==> config.mk <==
export PLATFORM = sky130hd
export DESIGN_NAME = vector_serializer
export DESIGN_NICKNAME = d
export VERILOG_FILES = /design/src/rtl/lebug_pkg.sv /design/src/rtl/ram_dual_port.sv /design/src/rtl/vector_serializer.sv
export SDC_FILE = /design/constraint.sdc
export NUM_CORES = 1
export LEC_CHECK = 0
export BUFFER_PORTS_ARGS = -buffer_cell sky130_fd_sc_hd__buf_2
export CORE_MARGIN = 4
export CORE_UTILIZATION = 28
export CTS_CLUSTER_DIAMETER = 100
export DETAILED_ROUTE_END_ITERATION = 10
export PLACE_DENSITY_LB_ADDON = 0.1
export SLEW_MARGIN = 30
export SYNTH_ARGS = -nofsm -noshare
export SYNTH_HDL_FRONTEND = slang
export SYNTH_HIERARCHICAL = 1
export SYNTH_SLANG_ARGS = --single-unit
==> constraint.sdc <==
create_clock -name clk -period 23 [get_ports clk]
set_clock_uncertainty 0.2 [all_clocks]
set_input_delay 1.15 -clock clk [delete_from_list [all_inputs] [get_ports clk]]
set_output_delay 1.15 -clock clk [all_outputs]
set_load 0.01 [all_outputs]
==> src/rtl/lebug_pkg.sv <==
// Shared definitions for the vector serializer: default sizes, FSM state type
// and the lane-order packing helper used to flatten vectors into FIFO entries.
package lebug_pkg;

   localparam int unsigned DEFAULT_N          = 8;
   localparam int unsigned DEFAULT_DATA_WIDTH = 32;
   localparam int unsigned DEFAULT_OB_DEPTH   = 4;

   typedef enum logic {
      IDLE = 1'b0,
      SEND = 1'b1
   } state_t;

   // Element 0 occupies the least significant lane of a packed entry.
   function automatic int unsigned lane_lsb(input int unsigned lane, input int unsigned width);
      return lane * width;
   endfunction

endpackage

==> src/rtl/ram_dual_port.sv <==
// Simple dual-port storage: port A writes, port B reads with one cycle of latency.
// The read register only updates on a read, so it doubles as the holding register.
module ram_dual_port #(
   parameter int unsigned WIDTH = 33,
   parameter int unsigned DEPTH = 4,
   parameter int unsigned AW    = $clog2(DEPTH)
) (
   input  logic             clk,
   input  logic             we_a,
   input  logic [AW-1:0]    addr_a,
   input  logic [WIDTH-1:0] din_a,
   input  logic             re_b,
   input  logic [AW-1:0]    addr_b,
   output logic [WIDTH-1:0] dout_b
);

   logic [WIDTH-1:0] mem [DEPTH];

   always_ff @(posedge clk) begin
      if (we_a) begin
         mem[addr_a] <= din_a;
      end
      if (re_b) begin
         dout_b <= mem[addr_b];
      end
   end

endmodule

==> src/rtl/vector_serializer.sv <==
// Buffers N-element vectors in a small FIFO and streams them out one element per
// accepted word, element 0 first, with last/eof markers on the final element.
module vector_serializer
   import lebug_pkg::*;
#(
   parameter int unsigned N          = DEFAULT_N,
   parameter int unsigned DATA_WIDTH = DEFAULT_DATA_WIDTH,
   parameter int unsigned OB_DEPTH   = DEFAULT_OB_DEPTH
) (
   input  logic                  clk,
   input  logic                  reset,
   input  logic                  valid_in,
   input  logic                  eof_in,
   input  logic [DATA_WIDTH-1:0] vector_in [N-1:0],
   output logic                  ready_out,
   output logic [DATA_WIDTH-1:0] tx_data,
   output logic                  tx_valid,
   input  logic                  tx_ready,
   output logic                  tx_last,
   output logic                  tx_eof,
   output logic                  overflow
);

   localparam int unsigned EW = N * DATA_WIDTH + 1;
   localparam int unsigned PW = $clog2(OB_DEPTH);
   localparam int unsigned CW = PW + 1;
   localparam int unsigned IW = (N > 1) ? $clog2(N) : 1;

   logic [PW-1:0] wr_ptr;
   logic [PW-1:0] rd_ptr;
   logic [CW-1:0] count;
   logic [IW-1:0] idx;
   state_t        state;

   logic          full;
   logic          empty;
   logic          push;
   logic          pop;
   logic          last_beat;
   logic [EW-1:0] wr_entry;
   logic [EW-1:0] rd_entry;

   for (genvar i = 0; i < N; i++) begin : g_pack
      assign wr_entry[lane_lsb(i, DATA_WIDTH) +: DATA_WIDTH] = vector_in[i];
   end
   assign wr_entry[EW-1] = eof_in;

   assign full      = (count == CW'(OB_DEPTH));
   assign empty     = (count == '0);
   assign ready_out = !full;
   assign last_beat = (idx == IW'(N - 1));

   assign push = valid_in & !full;
   // Pop into the RAM read register when idle, or on the final accepted element.
   assign pop  = !empty & ((state == IDLE) | ((state == SEND) & tx_ready & last_beat));

   ram_dual_port #(
      .WIDTH (EW),
      .DEPTH (OB_DEPTH),
      .AW    (PW)
   ) u_ram (
      .clk    (clk),
      .we_a   (push),
      .addr_a (wr_ptr),
      .din_a  (wr_entry),
      .re_b   (pop),
      .addr_b (rd_ptr),
      .dout_b (rd_entry)
   );

   assign tx_valid = (state == SEND);
   assign tx_last  = tx_valid & last_beat;
   assign tx_eof   = tx_last & rd_entry[EW-1];
   assign tx_data  = tx_valid ? rd_entry[lane_lsb(32'(idx), DATA_WIDTH) +: DATA_WIDTH] : '0;

   always_ff @(posedge clk) begin
      if (reset) begin
         wr_ptr   <= '0;
         rd_ptr   <= '0;
         count    <= '0;
         idx      <= '0;
         state    <= IDLE;
         overflow <= 1'b0;
      end else begin
         if (push) begin
            wr_ptr <= wr_ptr + 1'b1;
         end
         if (pop) begin
            rd_ptr <= rd_ptr + 1'b1;
         end
         if (push && !pop) begin
            count <= count + 1'b1;
         end else if (!push && pop) begin
            count <= count - 1'b1;
         end
         if (valid_in && full) begin
            overflow <= 1'b1;
         end
         unique case (state)
            IDLE: begin
               if (!empty) begin
                  state <= SEND;
                  idx   <= '0;
               end
            end
            SEND: begin
               if (tx_ready) begin
                  if (!last_beat) begin
                     idx <= idx + 1'b1;
                  end else if (!empty) begin
                     idx <= '0;
                  end else begin
                     state <= IDLE;
                  end
               end
            end
         endcase
      end
   end

endmodule

* Word-level counts from Yosys, hierarchy flattened
Memory sizes are Yosys's and may differ from the RTL's. A register that Yosys moved wholly into a read port is not among the register bits.
Index checks and enable logic that the tools add are counted.
** Word-level totals
- Output and inout port bits :: 37
- Memory bits (writable) :: 1028
- Register bits after elaboration :: 12
- Memories kept :: 1
- Logic and storage cells :: 46
** Operators by class
- Bitwise gates (word level) :: 8
- Mux-type cells :: 13
- Reduce and logical (&&, ||, !) cells :: 9
- Shift operators :: 1
- $add $sub $neg :: 5
- Eq/ne operators :: 3
** Memories
- u_ram.mem :: depth 4, width 257, read ports 1, clocked after Yosys merged registers in 1, wr ports 1, line ram_dual_port.sv:17 : logic [WIDTH-1:0] mem [DEPTH];
** Operators by type and width (number)
- indexed part select 257 x 9 -> 32 bit :: 1
- two-way mux 32 bit :: 1
- two-way mux 3 bit :: 5
- adder 3 x 1 -> 3 bit (second input constant) :: 2
- AND 1 bit :: 6
- equality test 3 bit (second input constant) :: 2
- one-hot mux 3 bit (2 select lines) :: 1
- two-way mux 1 bit :: 5
- adder 2 x 1 -> 2 bit (second input constant) :: 2
- logical NOT 1 bit :: 4
- logical AND 1 bit :: 3
- logical NOT 3 bit :: 1
- subtractor 3 x 1 -> 3 bit (second input constant) :: 1
- != test 2 bit (second input constant) :: 1
- one-hot mux 1 bit (2 select lines) :: 1
- nonzero test 2 bit :: 1
- NOT 1 bit :: 1
- OR 1 bit :: 1

* Longest topological paths before layout
Gate-level depths: netlist (run 1).
- Word-level depth :: 7
- Mapped depth :: 10
- Gate-level depth less buffers :: 10

* Hierarchy
Netlist (run 1), hierarchy kept.
** By module, submodules not included
- ram_dual_port :: sequential area each 38587.0 um2, cells each 1604, times used 1, area each 45058.2 um2
- vector_serializer :: sequential area each 240.2 um2, cells each 293, times used 1, area each 3011.6 um2

* Worst setup path before layout (run 1)
Ideal clock, no wire load.
- Path type :: input-to-reg
- Start point :: input valid_in
- End point :: memory u_ram/mem[0][0] (netlist bit), enable pin
- Setup time :: 1.241 ns
- Slack :: 1.597 ns
- Arrival time :: 19.962 ns
- Required time :: 21.559 ns
- Stages :: 3
- Path through :: inv_1 -> nor2_1 -> nor3b_1
** On the way
- Cells in the longest elaborated chain, start to end :: 3
** RTL lines
- start, declared :: line vector_serializer.sv:12 : input logic valid_in,
- AND 1 bit :: line vector_serializer.sv:53 : assign push = valid_in & !full;
- via push :: line vector_serializer.sv:37 : logic push;
- two-way mux 1 bit :: line ram_dual_port.sv:20 : if (we_a) begin
- two-way mux 1 bit (not written as such) :: line ram_dual_port.sv:21 : mem[addr_a] <= din_a;
- end, declared :: line ram_dual_port.sv:17
The timed path passes the listed nets, and every way through them passes these cells.

* Worst setup path in the final report (run 1)
- Start point :: register idx[0]
- End point :: output tx_data[0]
** On the way
- Cells in the longest elaborated chain, start to end :: 2
** RTL lines
- start, declared :: line vector_serializer.sv:32 : logic [IW-1:0] idx;
- start signal, assigned :: line vector_serializer.sv:109 : idx <= idx + 1'b1;
- indexed part select 257 x 9 -> 32 bit :: line vector_serializer.sv:74 : assign tx_data = tx_valid ? rd_entry[lane_lsb(32'(idx), DATA_WIDTH) +: DATA_WIDTH] : '0;
- two-way mux 32 bit :: line vector_serializer.sv:74
- end, declared :: line vector_serializer.sv:16 : output logic [DATA_WIDTH-1:0] tx_data,
No other way between the ends.

==> results of run 1 <==
[power by group through the flow]
stage	Sequential [W]	Combinational (W)	Clock (W)
after floorplan	0.00332	0.000871	0
after CTS	0.00323	0.00122	0.00224
final	0.00322	0.00116	0.00216
after detailed placement	0.00328	0.00122	0
after global placement	0.00328	0.00120	0
after global routing	0.00326	0.00127	0.00234
[worst min-delay path by stage]
stage	start	to	slack (ns)	cells past startpoint
floorplan	rd_ptr[1]	rd_ptr[1]	0.25	2
global placement	overflow	overflow	0.26	2
detailed placement	overflow	overflow	0.27	2
CTS	overflow	overflow	0.29	2
global route	overflow	overflow	0.29	2
finish	overflow	overflow	0.29	2
[logic make-up (layout without fill, tap and decap cells)]
logic type / after synthesis / count (layout) / share of synthesized area [%]
mux: 354 / 354 / 15.0
fa+ha+maj: 4 / 4 / 0.120
compound gates: 83 / 83 / 1.54
buf+inv: 127 / 634 / 2.15
other cells: 0 / 16 / 0
simple gates: 30 / 30 / 0.401
xor+xnor: 2 / 2 / 0.0364
flops: 1297 / 1297 / 80.8
[Yosys cell counts (all sizes together)]
cell / number
or4: 1
o21ai: 38
nor3: 1
mux2i: 33
or2: 1
and3b: 4
clkbuf: 14
inv: 39
o31ai: 1
or3: 3
nor2: 6
nand3: 3
xor2: 2
a221oi: 32
ha: 3
dfxtp: 12
nand2b: 2
nor2b: 3
a311oi: 1
nor3b: 3
fa: 1
edfxtp: 1285
a21oi: 9
a31o: 1
and3: 2
buf: 74
and2: 1
a21boi: 1
mux4: 289
mux2: 32
[tightest hold or removal path: cells and delay by family, from the launching register on]
| kind | cells | cell delay, ns |
|---|---|---|
| DFF | 1 | 0.32 |
| AOI/OAI and AO/OA | 1 | 0.05 |
| and+or+nand+nor | 1 | 0.08 |
[sequential cells by signal, summed over array words and instances (netlist names)]
| signal | count |
|---|---|
| overflow | 1 |
| tx_valid | 1 |
| rd_ptr | 2 |
| u_ram/mem | 1028 |
| u_ram/dout_b | 257 |
| count | 3 |
| idx | 3 |
| wr_ptr | 2 |
[per-layer routing]
metal / up-vias / share of wire [%] / wire length [µm] / GRT usage (%)
met4: 18 / 3.6 / 4340 / 5.05
met1: 11093 / 42 / 50500 / 16.9
li1: 8944 / - / - / -
met2: 515 / 51 / 61600 / 23.3
met3: 311 / 4.2 / 5150 / 3.16
met5: - / 0.097 / 118 / 0
[per-stage QoR]
stage	instances	total power [W]	setup slack, ns	cell area, µm²	utilization (%)
floorplan	1897	0.00419	1.60	48100	-
finish	4638	0.00654	17.90	56300	33.1
global route	4628	0.00687	17.73	56300	33.1
global placement	4357	0.00448	17.47	51800	30.5
CTS	4622	0.00670	17.70	56300	33.1
detailed placement	4360	0.00449	17.46	51900	30.5
[cell type report]
class	count	area, µm²
fill	15959	114000
sequential	1297	38800
multi-input combinational	473	8240
clock buffer	188	3870
tap	2218	2780
timing repair buffer	333	1900
clock inverter	74	519
inverter	39	154
antenna	16	40.0
==> impl_metrics.json, run 1 <==
{
  "swShare_pct": 26.3,
  "finalCritPeriodShare_pct": 22.2,
  "p_int_w": 0.00482,
  "final-hold-violation-count": 0,
  "cts_hold_buf": 0,
  "clkPwrFrac_pct": 33.0,
  "syn_nets": 2162,
  "rsz0062_at_grt": "false",
  "die_w_um": 422,
  "max_cap_violations": 0,
  "critPathMaxFanout": 32,
  "cts_root_buf": "clkbuf_16",
  "final_common_cell": "edfxtp_1",
  "r2r-start": "count[0]",
  "critPathArrivalTime_ns": 3.75,
  "ir_drop_uv": 80.3,
  "core_um2": 170000,
  "synth.distinct_cells": 36,
  "yosysWarnings": 6,
  "die_y_um": 422,
  "p_leak_nw": 17.7,
  "power_density_nw_per_um2": 116,
  "cts_tree": "built",
  "min_period_ns": 5.10,
  "postSynthAreaPerCell_um2": 25.3,
  "ys_ff_latch": 1297,
  "critPathCaptureType": "primary output",
  "numCtsBuffers": 145,
  "startpoint": "idx[0]",
  "maxSlewHeadroom_pct": 37.8,
  "cp.required_ns": 21.65,
  "hold_path_class": "reg -> reg",
  "dr.pass1.iters": 5,
  "wl_per_cell_um": 26.2,
  "grt_use_total_pct": 13.6,
  "synth_top_area_share_pct": 80.3,
  "cts.sinks": 1297,
  "overflow": 0,
  "routed_via_density": 4.50,
  "via_count": 20881,
  "syn_area_um2": 48100,
  "slowest_stage": "buf_4",
  "grt_pass1_vias": 22792,
  "fmax_mhz": 196,
  "io_buffers": 297,
  "drive_above_1_share_pct": 37.1,
  "grt_max_degree": 111,
  "path_buf_inv": 3,
  "place_congestion": 0.707,
  "synth_area_leaders": "edfxtp_1 (80%), mux4_2 (14%), buf_12 (1.0%), a221oi_2 (0.97%), mux2_2 (0.75%)",
  "worst_slew_pin_slew_ns": 0.933,
  "crit_type": "reg -> out",
  "syn2layout_area_growth_pct": 17.2,
  "fin_nets": 2554,
  "synth_top_cell_by_area": "edfxtp_1",
  "layout.cells.most_common_list": "edfxtp_1 (1285), buf_2 (297), mux4_2 (289), clkbuf_16 (149), clkbuf_1 (39)",
  "power.share.sequential_pct": 49.3,
  "finalMaxSlewViolations": 0,
  "ctsLongestPathBuffers": 3,
  "ant_nets": 0,
  "fin_tns_setup_ns": 0,
  "status": "completed",
  "initial_core_util_pct": 28.3,
  "critical_path.top_delay_family": "buffers and inverters",
  "r2r-end": "u_ram/mem[3][187]",
  "switchingPower_w": 0.00172,
  "setup_viol": 0,
  "ys_seq_area_share_pct": 80.8,
  "die_area_um2": 178000,
  "path_common_cell": "buf_4",
  "combPwrFrac_pct": 17.8,
  "path_clk_slew_ns": 0.06,
  "drc": 0,
  "slowest_delay_ns": 0.62,
  "worst_r2r_path_depth": 6,
  "dp_hpwl_um": 71900,
  "routed_wl_um": 122000,
  "startpoint_type": "flip-flop",
  "cts_htree_levels": 4,
  "hold-worst-slack_ns": 0.285,
  "grt_first_pass_wirelength_um": 174000,
  "reg2reg_slack_ns": 18.37,
  "antenna_found_initial": 95,
  "insertion_delay_ns": 0.76,
  "cp-endpoint": "tx_data[0]",
  "cts_resized": 0,
  "path_cells": "buf_4, nand2b_2, buf_4, o21ai_0, a221oi_2, buf_2",
  "io_pins": 298,
  "synth_cells": 1897,
  "num_rows": 151,
  "drtIter0Drc": 1186,
  "cts_setup_buffers": 0,
  "crit_cells": 6
}
Note: power is estimated with default switching activity, not from simulation.
==> run 2, diff against run 1 <==
--- a/config.mk
+++ b/config.mk
@@ -5,6 +5,7 @@
 export SDC_FILE = /design/constraint.sdc
 export NUM_CORES = 1
 export LEC_CHECK = 0
+export ABC_AREA = 1
 export BUFFER_PORTS_ARGS = -buffer_cell sky130_fd_sc_hd__buf_2
 export CORE_MARGIN = 4
 export CORE_UTILIZATION = 28
==> constraint.sdc (replaced) <==
create_clock -name clk -period 4.2 [get_ports clk]
set_clock_uncertainty 0.2 [all_clocks]
set_input_delay 0.21 -clock clk [delete_from_list [all_inputs] [get_ports clk]]
set_output_delay 0.21 -clock clk [all_outputs]
set_load 0.01 [all_outputs]
==> impl_metrics.json, run 2 <==
{
  "yosysWarnings": 6,
  "ant_nets": 0,
  "path_cells": "buf_4, nand3_1, nand3_1, nand2_1, nor2_1, buf_2",
  "clkPwrFrac_pct": 31.2,
  "routed_wl_um": 175000,
  "cts_root_buf": "clkbuf_16",
  "ir_drop_uv": 373,
  "cts_setup_buffers": 0,
  "grt_pass1_vias": 35124,
  "hold_path_class": "in -> reg",
  "synth_edf_count": 1285,
  "ctsLongestPathBuffers": 3,
  "core_um2": 195000,
  "status": "completed",
  "swShare_pct": 34.4,
  "design_area_um2": 69000,
  "drc": 0,
  "path_clk_slew_ns": 0.06,
  "fin_nets": 6260,
  "routed_via_density": 4.15,
  "startpoint_type": "flip-flop",
  "ys_seq_area_share_pct": 70.9,
  "antenna_found_initial": 57,
  "p_leak_nw": 30.4,
  "crit_type": "reg -> out",
  "synth_top_family_by_area": "simple AND/OR/NAND/NOR gates",
  "async_flop_share_pct": 0,
  "initial_core_util_pct": 28.1,
  "p_int_w": 0.0273,
  "slowest_delay_ns": 0.61,
  "synthSimpleGateAreaFrac_pct": 18.0,
  "postSynthAreaPerCell_um2": 10.5,
  "critPathArrivalTime_ns": 3.04,
  "finalMaxSlewViolations": 0,
  "path_common_cell": "nand3_1",
  "die_area_um2": 203000,
  "insertion_delay_ns": 0.79,
  "grt_max_degree": 152,
  "netlist_top_cells_count": "nand2_1 (1629), inv_1 (1305), edfxtp_1 (1285), nand3_1 (682), buf_2 (191)",
  "final_cell_count_no_fill": 8751,
  "switchingPower_w": 0.0143,
  "fin_util_pct": 35.4,
  "power_density_nw_per_um2": 603,
  "via_count": 36311,
  "slowest_stage": "buf_4",
  "synth.area.mux_share_pct": 0,
  "critPathCaptureType": "primary output",
  "combPwrFrac_pct": 25.8,
  "final-hold-violation-count": 0,
  "yosysMostFrequentCell": "nand2_1",
  "syn_area_um2": 54800,
  "fmax_mhz": 290,
  "layout_setup_ws_ns": 0.753,
  "synth.distinct_cells": 18,
  "final_common_cell": "nand2_1",
  "syn2layout_area_growth_pct": 26.0,
  "ys_ff_latch": 1297,
  "overflow": 0,
  "wl_per_cell_um": 20.0,
  "num_rows": 162,
  "rsz0062_at_grt": "false",
  "critical_path.top_delay_family": "simple AND/OR/NAND/NOR gates",
  "post_dp_cell_area_um2": 59500,
  "synth_top_cell_by_area": "edfxtp_1",
  "place_inst": 7999,
  "path_buf_inv": 2,
  "die_w_um": 450,
  "maxSlewHeadroom_pct": 31.1,
  "io_pins": 298,
  "drive_above_1_share_pct": 9.78,
  "cp.required_ns": 3.79,
  "grt_use_total_pct": 17.0,
  "syn_nets": 5501,
  "cts.sinks": 1297,
  "synthFlopType": "edfxtp_1",
  "dr.pass1.iters": 5,
  "numCtsBuffers": 155,
  "worst_slew_pin_slew_ns": 1.03,
  "max_cap_violations": 0,
  "dp_hpwl_um": 112000,
  "power_w": 0.0416,
  "io_buffers": 297,
  "setup_viol": 0,
  "synth_cells": 5236,
  "place_congestion": 0.830,
  "grt_first_pass_wirelength_um": 253000,
  "cts_htree_levels": 4,
  "drtIter0Drc": 2493,
  "regMostFlops": "u_ram/mem",
  "synth_xor_xnor_area_share_pct": 0,
  "cts_tree": "built",
  "synth_fa_ha_area_share_pct": 0.105,
  "finalCritPeriodShare_pct": 82.1,
  "largest_reg_flops": 1028,
  "pre_cts_slack_ns": 1.42,
  "synth_top_area_share_pct": 70.4,
  "critPathMaxFanout": 64,
  "die_y_um": 450,
  "synth_area_leaders": "edfxtp_1 (70%), nand2_1 (11%), inv_1 (8.9%), nand3_1 (6.2%), buf_2 (1.7%)",
  "largest_registers": "u_ram/mem (1028), u_ram/dout_b (257)",
  "power.share.sequential_pct": 43.0,
  "min_period_ns": 3.45,
  "synth_compound_area_share_pct": 0.119,
  "layout.cells.most_common_list": "nand2_1 (1628), inv_1 (1301), edfxtp_1 (1285), nand3_1 (681), dlygate4sd3_1 (463)"
}
## run 2: metrics by stage
step | setup TNS (ns) | hold WS (ns)
after floorplan | -3603.41 | 0.109
after global placement | 0 | 0.231
after detailed placement | 0 | 0.232
after CTS | 0 | 0.000655
after global routing | 0 | 0.00307
final | 0 | 0.0533
## run 2: logic make-up after synthesis
kind of cell,after synthesis
AO/OA/AOI/OAI,13
adder cells (fa/ha/maj),4
buffers and inverters,1532
flip-flops,1297
AND/OR/NAND/NOR,2390
## run 2: power groups by stage
stage               sequential [W]  combinational (W)  clock [W]
global placement            0.0182             0.0108          0
global route                0.0181             0.0119     0.0139
detailed placement          0.0182             0.0108          0
CTS                         0.0179             0.0112     0.0134
finish                      0.0179             0.0107     0.0130
floorplan                   0.0181            0.00580          0
## run 2: per-layer routing
metal	GRT usage (%)	part of all wire, %	vias up
met3	2.50	3.6	245
met5	0	0.027	-
li1	-	-	17929
met1	22.1	44	17451
met4	4.96	2.9	8
met2	29.3	50	678
## run 2: layout make-up
cell class	count	area (µm²)
Fill cell	19628	126000
Sequential cell	1297	38900
Multi-Input combinational cell	2407	10000
Timing Repair Buffer	825	6990
Inverter	1309	4940
Clock buffer	193	4020
Tap cell	2624	3280
Clock inverter	83	866
Antenna cell	13	32.5
## run 2: worst reg2reg max path: stages (launching register included)
cell     delay, ns
dfxtp_4       0.76
ha_1          0.30
inv_1         0.06
nand2_1       0.07
nand2_1       0.11
nor2_4        0.21
buf_12        0.44
## run 2: worst paths after layout
kind / start / end / slack [ns] / depth (start not counted)
hold reg to reg: overflow / overflow / 0.25 / 2
setup / recovery: idx[1] / tx_data[1] / 0.75 / 6
setup reg to reg: idx[2] / u_ram/dout_b[114] / 1.45 / 6
hold / removal: vector_in[135] / u_ram/mem[3][135] / 0.05 / 2
## run 2: repair_timing
item | in CTS | in global routing
hold endpoints to repair | 1053 | 0
resized for setup | 0 | 0
hold buffers | 463 | 0
